==> src/rtl/csr_trap_stack_pkg.sv <==
// csr_trap_stack_pkg: shared types, privilege encodings and helpers for the nested trap status stack.
// Latency: n/a (types, constants and pure functions only).
// Backpressure: n/a.
// Contents: cvw_t core config, trapstk_entry_t save entry, MTRAPSTK field offsets,
//           count-width helper, MPP legalisation.
package csr_trap_stack_pkg;

   typedef struct packed {
      int   XLEN;
      logic S_SUPPORTED;
      logic U_SUPPORTED;
   } cvw_t;

   localparam cvw_t CVW_DEFAULT = '{XLEN: 64, S_SUPPORTED: 1'b1, U_SUPPORTED: 1'b1};

   localparam logic [1:0] M_MODE = 2'b11;
   localparam logic [1:0] S_MODE = 2'b01;
   localparam logic [1:0] U_MODE = 2'b00;

   // One saved level: previous interrupt enable and previous privilege.
   typedef struct packed {
      logic       pie;
      logic [1:0] pp;
   } trapstk_entry_t;

   // MTRAPSTK view layout: {0, S_ovf, M_ovf, S_count, M_count}.
   localparam int MTRAPSTK_CNT_W    = 4;
   localparam int MTRAPSTK_MCNT_LSB = 0;
   localparam int MTRAPSTK_SCNT_LSB = 4;
   localparam int MTRAPSTK_MOVF_BIT = 8;
   localparam int MTRAPSTK_SOVF_BIT = 9;

   // Width of the extra-level counter; never narrower than one bit.
   function automatic int trapstk_cnt_w(input int depth);
      return (depth <= 2) ? 1 : $clog2(depth);
   endfunction

   // Reserved or unsupported MPP encodings fall back to M.
   function automatic logic [1:0] legal_mpp(input logic [1:0] v, input logic s_sup, input logic u_sup);
      if (v == U_MODE && u_sup)      return U_MODE;
      else if (v == S_MODE && s_sup) return S_MODE;
      else                           return M_MODE;
   endfunction

endpackage

==> src/rtl/csr_trap_stack_if.sv <==
// csr_trap_stack_if: groups the CSR-unit control inputs and status outputs of the trap stack.
// Latency: n/a (wiring only).
// Backpressure: StallW travels with the bundle and freezes the stack when high.
// Modports: master drives the events and write data, slave is the trap stack itself.
interface csr_trap_stack_if #(parameter int XLEN = 64);
   logic             StallW;
   logic             TrapM;
   logic             TrapToMM;
   logic             mretM;
   logic             sretM;
   logic [1:0]       PrivilegeModeW;
   logic             WriteMSTATUSM;
   logic             WriteSSTATUSM;
   logic             WriteMTRAPSTKM;
   logic [XLEN-1:0]  CSRWriteValM;
   logic             STATUS_MIE;
   logic             STATUS_SIE;
   logic             STATUS_MPIE;
   logic             STATUS_SPIE;
   logic [1:0]       STATUS_MPP;
   logic             STATUS_SPP;
   logic [XLEN-1:0]  MTRAPSTK_REGW;

   modport master (
      output StallW, TrapM, TrapToMM, mretM, sretM, PrivilegeModeW,
             WriteMSTATUSM, WriteSSTATUSM, WriteMTRAPSTKM, CSRWriteValM,
      input  STATUS_MIE, STATUS_SIE, STATUS_MPIE, STATUS_SPIE,
             STATUS_MPP, STATUS_SPP, MTRAPSTK_REGW
   );

   modport slave (
      input  StallW, TrapM, TrapToMM, mretM, sretM, PrivilegeModeW,
             WriteMSTATUSM, WriteSSTATUSM, WriteMTRAPSTKM, CSRWriteValM,
      output STATUS_MIE, STATUS_SIE, STATUS_MPIE, STATUS_SPIE,
             STATUS_MPP, STATUS_SPP, MTRAPSTK_REGW
   );
endinterface

==> src/rtl/csr_trap_stack_save.sv <==
// trap_save_stack: DEPTH-level shift stack of {PIE,PP} save entries for one trap target.
// Latency: one cycle, state visible the cycle after push/pop/write0.
// Backpressure: none; the caller gates push/pop/write0/ovf_clr (mutually exclusive) with its stall.
// Ports: clk, reset_n, push/push_entry, pop, write0/write_entry, ovf_clr -> top, count, ovf.
// Optional: TRAP_STACK_STATUS_EN adds the level counter and overflow sticky, else count/ovf are 0.
module trap_save_stack
   import csr_trap_stack_pkg::*;
#(
   parameter int             DEPTH         = 4,
   parameter trapstk_entry_t DEFAULT_ENTRY = '0
) (
   input  logic                      clk,
   input  logic                      reset_n,
   input  logic                      push,
   input  trapstk_entry_t            push_entry,
   input  logic                      pop,
   input  logic                      write0,
   input  trapstk_entry_t            write_entry,
   input  logic                      ovf_clr,
   output trapstk_entry_t            top,
   output logic [MTRAPSTK_CNT_W-1:0] count,
   output logic                      ovf
);

   localparam int CW = trapstk_cnt_w(DEPTH);

   trapstk_entry_t entry [DEPTH];

   // Push drops the deepest entry when full; pop refills the bottom with the
   // architectural default so DEPTH=1 reproduces the legacy xRET behaviour.
   always_ff @(posedge clk or negedge reset_n) begin
      if (!reset_n) begin
         for (int i = 0; i < DEPTH; i++) entry[i] <= '0;
      end else if (push) begin
         entry[0] <= push_entry;
         for (int i = 1; i < DEPTH; i++) entry[i] <= entry[i-1];
      end else if (pop) begin
         for (int i = 0; i < DEPTH - 1; i++) entry[i] <= entry[i+1];
         entry[DEPTH-1] <= DEFAULT_ENTRY;
      end else if (write0) begin
         entry[0] <= write_entry;
      end
   end

   assign top = entry[0];

`ifdef TRAP_STACK_STATUS_EN
   logic [CW-1:0] cnt_q;
   logic          ovf_q;

   always_ff @(posedge clk or negedge reset_n) begin
      if (!reset_n) begin
         cnt_q <= '0;
         ovf_q <= 1'b0;
      end else if (push) begin
         // A single-level stack has no extra levels to count or overflow.
         if (DEPTH > 1) begin
            if (cnt_q == CW'(DEPTH - 1)) ovf_q <= 1'b1;
            else                         cnt_q <= cnt_q + 1'b1;
         end
      end else begin
         if (pop && cnt_q != '0) cnt_q <= cnt_q - 1'b1;
         if (ovf_clr)            ovf_q <= 1'b0;
      end
   end

   assign count = MTRAPSTK_CNT_W'(cnt_q);
   assign ovf   = ovf_q;
`else
   logic unused_clr;
   assign unused_clr = ovf_clr;
   assign count      = '0;
   assign ovf        = 1'b0;
`endif

endmodule

==> src/rtl/csr_trap_stack.sv <==
// csr_trap_stack: nested-trap status save stack owning MIE/SIE and DEPTH levels of xPIE/xPP for M and S.
// Latency: one cycle, outputs are registered and show an event the cycle after its edge.
// Backpressure: StallW=1 freezes every register; there is no other flow control.
// Ports: clk, reset_n (async, active-low), bus (csr_trap_stack_if.slave: events, write data, status outputs).
// Optional: define TRAP_STACK_STATUS_EN for level counts, overflow stickies and the MTRAPSTK view (W1C bits 8/9).
module csr_trap_stack
   import csr_trap_stack_pkg::*;
#(
   parameter cvw_t P     = CVW_DEFAULT,
   parameter int   DEPTH = 4
) (
   input logic              clk,
   input logic              reset_n,
   csr_trap_stack_if.slave  bus
);

   localparam int XLEN = P.XLEN;

   // Bottom-of-stack refill on xRET, matching legacy mret/sret side effects.
   localparam trapstk_entry_t M_DEF = '{pie: 1'b1, pp: (P.U_SUPPORTED ? U_MODE : M_MODE)};
   localparam trapstk_entry_t S_DEF = '{pie: P.S_SUPPORTED, pp: 2'b00};

   logic mie, sie;
   logic ev_trap, ev_mret, ev_sret, ev_wm, ev_ws, ev_wstk;
   logic push_m, push_s;

   trapstk_entry_t m_top, s_top;
   trapstk_entry_t m_push, s_push, m_wr, s_wr;
   logic [MTRAPSTK_CNT_W-1:0] m_cnt, s_cnt;
   logic m_ovf, s_ovf;

   // One event per cycle, highest priority first; a stall suppresses all.
   assign ev_trap = ~bus.StallW & bus.TrapM;
   assign ev_mret = ~bus.StallW & ~bus.TrapM & bus.mretM;
   assign ev_sret = ~bus.StallW & ~bus.TrapM & ~bus.mretM & bus.sretM;
   assign ev_wm   = ~bus.StallW & ~bus.TrapM & ~bus.mretM & ~bus.sretM & bus.WriteMSTATUSM;
   assign ev_ws   = ~bus.StallW & ~bus.TrapM & ~bus.mretM & ~bus.sretM & ~bus.WriteMSTATUSM
                    & bus.WriteSSTATUSM;
   assign ev_wstk = ~bus.StallW & ~bus.TrapM & ~bus.mretM & ~bus.sretM & ~bus.WriteMSTATUSM
                    & ~bus.WriteSSTATUSM & bus.WriteMTRAPSTKM;

   assign push_m = ev_trap & bus.TrapToMM;
   assign push_s = ev_trap & ~bus.TrapToMM;

   // S only keeps one bit of previous privilege (U or S).
   assign m_push = '{pie: mie, pp: bus.PrivilegeModeW};
   assign s_push = '{pie: sie, pp: {1'b0, bus.PrivilegeModeW[0]}};

   assign m_wr = '{pie: bus.CSRWriteValM[7],
                   pp:  legal_mpp(bus.CSRWriteValM[12:11], P.S_SUPPORTED, P.U_SUPPORTED)};
   assign s_wr = '{pie: bus.CSRWriteValM[5] & P.S_SUPPORTED,
                   pp:  {1'b0, bus.CSRWriteValM[8] & P.S_SUPPORTED}};

   always_ff @(posedge clk or negedge reset_n) begin
      if (!reset_n) begin
         mie <= 1'b0;
         sie <= 1'b0;
      end else begin
         if (push_m)      mie <= 1'b0;
         else if (ev_mret) mie <= m_top.pie;
         else if (ev_wm)   mie <= bus.CSRWriteValM[3];

         if (push_s)              sie <= 1'b0;
         else if (ev_sret)         sie <= s_top.pie;
         else if (ev_wm | ev_ws)   sie <= bus.CSRWriteValM[1] & P.S_SUPPORTED;
      end
   end

   trap_save_stack #(.DEPTH(DEPTH), .DEFAULT_ENTRY(M_DEF)) u_m_stack (
      .clk         (clk),
      .reset_n     (reset_n),
      .push        (push_m),
      .push_entry  (m_push),
      .pop         (ev_mret),
      .write0      (ev_wm),
      .write_entry (m_wr),
      .ovf_clr     (ev_wstk & bus.CSRWriteValM[MTRAPSTK_MOVF_BIT]),
      .top         (m_top),
      .count       (m_cnt),
      .ovf         (m_ovf)
   );

   trap_save_stack #(.DEPTH(DEPTH), .DEFAULT_ENTRY(S_DEF)) u_s_stack (
      .clk         (clk),
      .reset_n     (reset_n),
      .push        (push_s),
      .push_entry  (s_push),
      .pop         (ev_sret),
      .write0      (ev_wm | ev_ws),
      .write_entry (s_wr),
      .ovf_clr     (ev_wstk & bus.CSRWriteValM[MTRAPSTK_SOVF_BIT]),
      .top         (s_top),
      .count       (s_cnt),
      .ovf         (s_ovf)
   );

   assign bus.STATUS_MIE  = mie;
   assign bus.STATUS_SIE  = sie;
   assign bus.STATUS_MPIE = m_top.pie;
   assign bus.STATUS_SPIE = s_top.pie;
   assign bus.STATUS_MPP  = m_top.pp;
   assign bus.STATUS_SPP  = s_top.pp[0];

`ifdef TRAP_STACK_STATUS_EN
   logic [XLEN-1:0] stk_view;

   always_comb begin
      stk_view = '0;
      stk_view[MTRAPSTK_MCNT_LSB +: MTRAPSTK_CNT_W] = m_cnt;
      stk_view[MTRAPSTK_SCNT_LSB +: MTRAPSTK_CNT_W] = s_cnt;
      stk_view[MTRAPSTK_MOVF_BIT]                  = m_ovf;
      stk_view[MTRAPSTK_SOVF_BIT]                  = s_ovf;
   end

   assign bus.MTRAPSTK_REGW = stk_view;
`else
   assign bus.MTRAPSTK_REGW = '0;
`endif

   // Write-data bits outside the status fields and the S PP high bit are intentionally ignored.
   logic unused_bits;
   assign unused_bits = ^{bus.CSRWriteValM, s_top.pp[1], m_cnt, s_cnt, m_ovf, s_ovf};

endmodule

==> src/flat_wrapper.sv <==
// flat-port wrapper written by rule: the top's interface ports become plain ports
module csr_trap_stack_flat import csr_trap_stack_pkg::*;
#(
   parameter cvw_t P     = CVW_DEFAULT,
   parameter int   DEPTH = 4
)
  (clk, reset_n, bus_StallW, bus_TrapM, bus_TrapToMM, bus_mretM, bus_sretM, bus_PrivilegeModeW, bus_WriteMSTATUSM, bus_WriteSSTATUSM, bus_WriteMTRAPSTKM, bus_CSRWriteValM, bus_STATUS_MIE, bus_STATUS_SIE, bus_STATUS_MPIE, bus_STATUS_SPIE, bus_STATUS_MPP, bus_STATUS_SPP, bus_MTRAPSTK_REGW);
  csr_trap_stack_if #(.XLEN(64)) bus_i ();
  input logic clk;
  input logic reset_n;
  input wire logic [$bits(bus_i.StallW)-1:0] bus_StallW;
  input wire logic [$bits(bus_i.TrapM)-1:0] bus_TrapM;
  input wire logic [$bits(bus_i.TrapToMM)-1:0] bus_TrapToMM;
  input wire logic [$bits(bus_i.mretM)-1:0] bus_mretM;
  input wire logic [$bits(bus_i.sretM)-1:0] bus_sretM;
  input wire logic [$bits(bus_i.PrivilegeModeW)-1:0] bus_PrivilegeModeW;
  input wire logic [$bits(bus_i.WriteMSTATUSM)-1:0] bus_WriteMSTATUSM;
  input wire logic [$bits(bus_i.WriteSSTATUSM)-1:0] bus_WriteSSTATUSM;
  input wire logic [$bits(bus_i.WriteMTRAPSTKM)-1:0] bus_WriteMTRAPSTKM;
  input wire logic [$bits(bus_i.CSRWriteValM)-1:0] bus_CSRWriteValM;
  output wire logic [$bits(bus_i.STATUS_MIE)-1:0] bus_STATUS_MIE;
  output wire logic [$bits(bus_i.STATUS_SIE)-1:0] bus_STATUS_SIE;
  output wire logic [$bits(bus_i.STATUS_MPIE)-1:0] bus_STATUS_MPIE;
  output wire logic [$bits(bus_i.STATUS_SPIE)-1:0] bus_STATUS_SPIE;
  output wire logic [$bits(bus_i.STATUS_MPP)-1:0] bus_STATUS_MPP;
  output wire logic [$bits(bus_i.STATUS_SPP)-1:0] bus_STATUS_SPP;
  output wire logic [$bits(bus_i.MTRAPSTK_REGW)-1:0] bus_MTRAPSTK_REGW;
  assign bus_i.StallW = bus_StallW;
  assign bus_i.TrapM = bus_TrapM;
  assign bus_i.TrapToMM = bus_TrapToMM;
  assign bus_i.mretM = bus_mretM;
  assign bus_i.sretM = bus_sretM;
  assign bus_i.PrivilegeModeW = bus_PrivilegeModeW;
  assign bus_i.WriteMSTATUSM = bus_WriteMSTATUSM;
  assign bus_i.WriteSSTATUSM = bus_WriteSSTATUSM;
  assign bus_i.WriteMTRAPSTKM = bus_WriteMTRAPSTKM;
  assign bus_i.CSRWriteValM = bus_CSRWriteValM;
  assign bus_STATUS_MIE = bus_i.STATUS_MIE;
  assign bus_STATUS_SIE = bus_i.STATUS_SIE;
  assign bus_STATUS_MPIE = bus_i.STATUS_MPIE;
  assign bus_STATUS_SPIE = bus_i.STATUS_SPIE;
  assign bus_STATUS_MPP = bus_i.STATUS_MPP;
  assign bus_STATUS_SPP = bus_i.STATUS_SPP;
  assign bus_MTRAPSTK_REGW = bus_i.MTRAPSTK_REGW;
  csr_trap_stack #(.P(P), .DEPTH(DEPTH)) u_core (.clk(clk), .reset_n(reset_n), .bus(bus_i));
endmodule
==> config.mk <==
export PLATFORM = sky130hd
export DESIGN_NAME = csr_trap_stack_flat
export DESIGN_NICKNAME = d
export VERILOG_FILES = /design/src/rtl/csr_trap_stack_pkg.sv /design/src/rtl/csr_trap_stack_if.sv /design/src/rtl/csr_trap_stack_save.sv /design/src/rtl/csr_trap_stack.sv /design/src/flat_wrapper.sv
export SDC_FILE = /design/constraint.sdc
export NUM_CORES = 1
export LEC_CHECK = 0
export BUFFER_PORTS_ARGS = -buffer_cell sky130_fd_sc_hd__buf_2
export CAP_MARGIN = 40
export CORE_MARGIN = 2
export CORE_UTILIZATION = 35
export CTS_BUF_LIST = sky130_fd_sc_hd__clkbuf_16
export DETAILED_ROUTE_END_ITERATION = 12
export GPL_ROUTABILITY_DRIVEN = 1
export GPL_TIMING_DRIVEN = 0
export PLACE_DENSITY_LB_ADDON = 0.08
export SLEW_MARGIN = 20
export SYNTH_ARGS = -nofsm -noshare
export SYNTH_HDL_FRONTEND = slang
export SYNTH_SLANG_ARGS = --single-unit
==> constraint.sdc <==
create_clock -name clk -period 0.9 [get_ports clk]
set_input_delay 0.09 -clock clk [delete_from_list [all_inputs] [get_ports clk]]
set_output_delay 0.09 -clock clk [all_outputs]
set_load 0.1 [all_outputs]
==> summary.md <==
| Metric | Value |
|---|---|
| 1st-pass router iterations | `4` |
| Area Overhead vs Synth | `45.8%` |
| Largest net degree at the start of global routing | `23` |
| CTS tree | `built` |
| Core area | `0.00479 mm2` |
| Fin util | `53.4%` |
| Starting Density | `36.6%` |
| Antenna violations before repair | `0` |
| Maximum fanout along the worst path | `5` |
| Placed Area | `0.00222 mm2` |
| Drt via density | `3.84` |
| HP Class | `in -> reg` |
| Asr flop ratio synth | `100%` |
| Setup CP Type | `reg -> out` |
| Post-synthesis cell type count | `37` |
| Cells after Synth | `199` |
| Violated checks | `setup timing` |
| Req. time, crit path | `0.81 ns` |
| Total track usage | `12.4%` |
| Post-detail-place hpwl | `2640 um` |
| Seq cells post-synth | `22` |
| Critical path's top delay family | `flip-flops` |
| Pins Over Slew Limit | `0` |
| CP startpoint kind | `flop` |
| Worst VDD drop | `0.968 mV` |
| I/O pins | `roughly 150` |
| Crit path cell chain | `buf_12` |
| RSZ-0062 raised after global routing | `yes` |
| Leading cell type in the layout, fill and taps excluded | `buf_4` |
| Highest clock rate | `969 MHz` |
| Inserted Clock Buffers | `3` |
| Die Area | `0.00559 mm2` |
| P_leak | `1.33 nW` |
| Setup_tns | `-0.796 ns` |
| DR vias | `1400` |
| Row cnt | `25` |
| Die width | `74.8 um` |
| Max-cap violations | `0` |
| Status | `complete, but fails checks` |
| Critical path arrival | `0.94 ns` |
| Drt total wl | `~3500 um` |
| Total grt overflow | `0` |
| Final period util | `115%` |
| Ys flop type | `dfrtp_1` |
| Post-route cell area | `0.00255 mm2` |
| Bufs and invs on worst path | `1` |
| Antenna Nets Post-Route | `0` |
| Drt wl/cell | `9.49 um` |
| Worst Setup End Kind | `output port` |
| Clock Path Buffers | `2` |
| Sequential fraction of the synthesis area | `31.4%` |
| Syn Std Cell Area | `0.00175 mm2` |
| Rel. slew slack | `65.6%` |
| Count of input and output buffers | `21` |
| Ant. Diodes | `0` |
| Worst-Skew Late Latency | `0.25 ns` |
| Layout cells sized above 1 | `between 40 and 50%` |
| Final nets | `375` |
| Final Critical Period | `roughly 1.0 ns` |
| Least-Margin Pin Slew | `between 0.5 and 0.6 ns` |
| EDFF count, synth | `0` |
| Drt drc | `0` |
| DRT iter0 DRCs | `73` |
| Sink Count | `22` |
| Slowest-stage cell, CP | `dfrtp_4` |
| CP max stage delay | `slightly above 0.5 ns` |
| Vias in the first global route | `1147` |
| Clock skew | `0.000839 ns` |
| Clock-pin slew on the worst setup and hold paths | `0.06 ns` |
| Avg Cell Area, Syn | `8.81 um2` |
| CTS Root Cell | `clkbuf_16` |
| Pwr per Cell Area | `2050 mW/mm2` |
| First-pass GRT wire length | `approximately 5300 um` |
| CTS H-tree lvls | `1` |
| Most frequent cells in the layout | `77 x buf_4, 64 x conb_1, 17 x nand2_1, 17 x dfrtp_1, 15 x buf_2` |
| DIE HEIGHT | `74.8 um` |
| Final worst setup slack | `-0.132 ns` |
| Setup violators final | `13` |
| Final Hold Viols | `0` |
| GP Congestion | `between 0.7 and 0.8` |
| Yosys warns | `0` |
[flip-flops by register name (all words and copies together) (netlist names)]
name / flops
u_core.bus.STATUS_MIE: 1
u_core.bus.STATUS_SIE: 1
u_core.u_m_stack.entry: 9
u_core.u_m_stack.top: 3
u_core.u_s_stack.entry: 6
u_core.u_s_stack.top: 2
[Yosys cell counts (all sizes together) (2+ instances only)]
master   count  area (um2)
a22o         3        26.3
inv          2        7.51
nand2b       3        18.8
buf         75         543
nor3         4        25.0
nor2b        4        35.0
a21oi        5        25.0
o21ai       19         110
o2111ai      2        17.5
dfrtp       22         551
nor2        14        55.1
nor3b        4        51.3
nand2       17        63.8
mux2i       11         110
[tightest hold or removal path: stages]
cell and delay [ns]:
buf_2 0.09, a22oi_2 0.05, a21oi_1 0.11
[what timing repair did]
action	in CTS	in global routing
pin swaps	0	2
endpoints found under the hold margin	22	0
resized for setup	33	8
buffers inserted	8	4
hold buffers	1	0
setup endpoints to repair	18	26
[where the power goes]
| part | internal [W] | switching, W |
|---|---|---|
| logic | 0.000853 | 0.00203 |
| clock network | 0.000592 | 0.000341 |
| registers | 0.00124 | 0.000195 |
[cells by family (layout without fill, tap and decap cells)]
| kind of cell | after synthesis | count (layout) | synth area share (%) |
|---|---|---|---|
| AO/OA/AOI/OAI | 37 | 37 | 14.2 |
| other | 1 | 64 | 0.214 |
| flip-flops | 22 | 22 | 31.4 |
| AND/OR/NAND/NOR | 50 | 50 | 15.8 |
| buffers and inverters | 77 | 113 | 31.4 |
| multiplexers | 12 | 12 | 6.92 |
[final cells by class]
cell class,instances,area (um2)
Multi-Input combinational cell,163,928
Sequential cell,22,564
Buffer,73,554
Clock buffer,3,75.1
Inverter,2,7.51
Tap cell,67,83.8
Clock inverter,1,3.75
Timing Repair Buffer,34,338
Fill cell,463,2230
[metal layers]
metal / global-route usage, % / up-vias / share of wire, %
li1: - / 738 / -
met1: 17.3 / 603 / 48
met2: 19.6 / 55 / 45
met3: 2.54 / 4 / 5.7
met4: 3.57 / 0 / 1.1
met5: 0 / - / 0
[stage by stage]
step                total power [W]  std cells  setup WS [ns]  hold WS (ns)
floorplan                   0.00367        262         -0.209        -0.206
detailed placement          0.00391        350         -0.380        0.0921
global placement            0.00390        350         -0.407        0.0946
global route                0.00549        365         -0.158         0.141
CTS                         0.00518        361         -0.140         0.128
finish                      0.00525        365         -0.132         0.129
[worst paths after layout]
path	startpoint	end	slack [ns]	depth (start not counted)
max	u_core.bus.STATUS_SIE	bus_STATUS_SIE	-0.13	1
min	bus_CSRWriteValM[3]	u_core.bus.STATUS_MIE	0.13	3
max reg2reg	u_core.bus.STATUS_SIE	u_core.bus.STATUS_SIE	-0.09	3
min reg2reg	u_core.u_m_stack.entry[0]	u_core.u_m_stack.entry[0]	0.49	1
max in group asynchronous	reset_n	u_core.u_m_stack.top[2]	0.15	2
min in group asynchronous	reset_n	u_core.bus.STATUS_SIE	0.36	2
(Power assumes the default switching activity.)
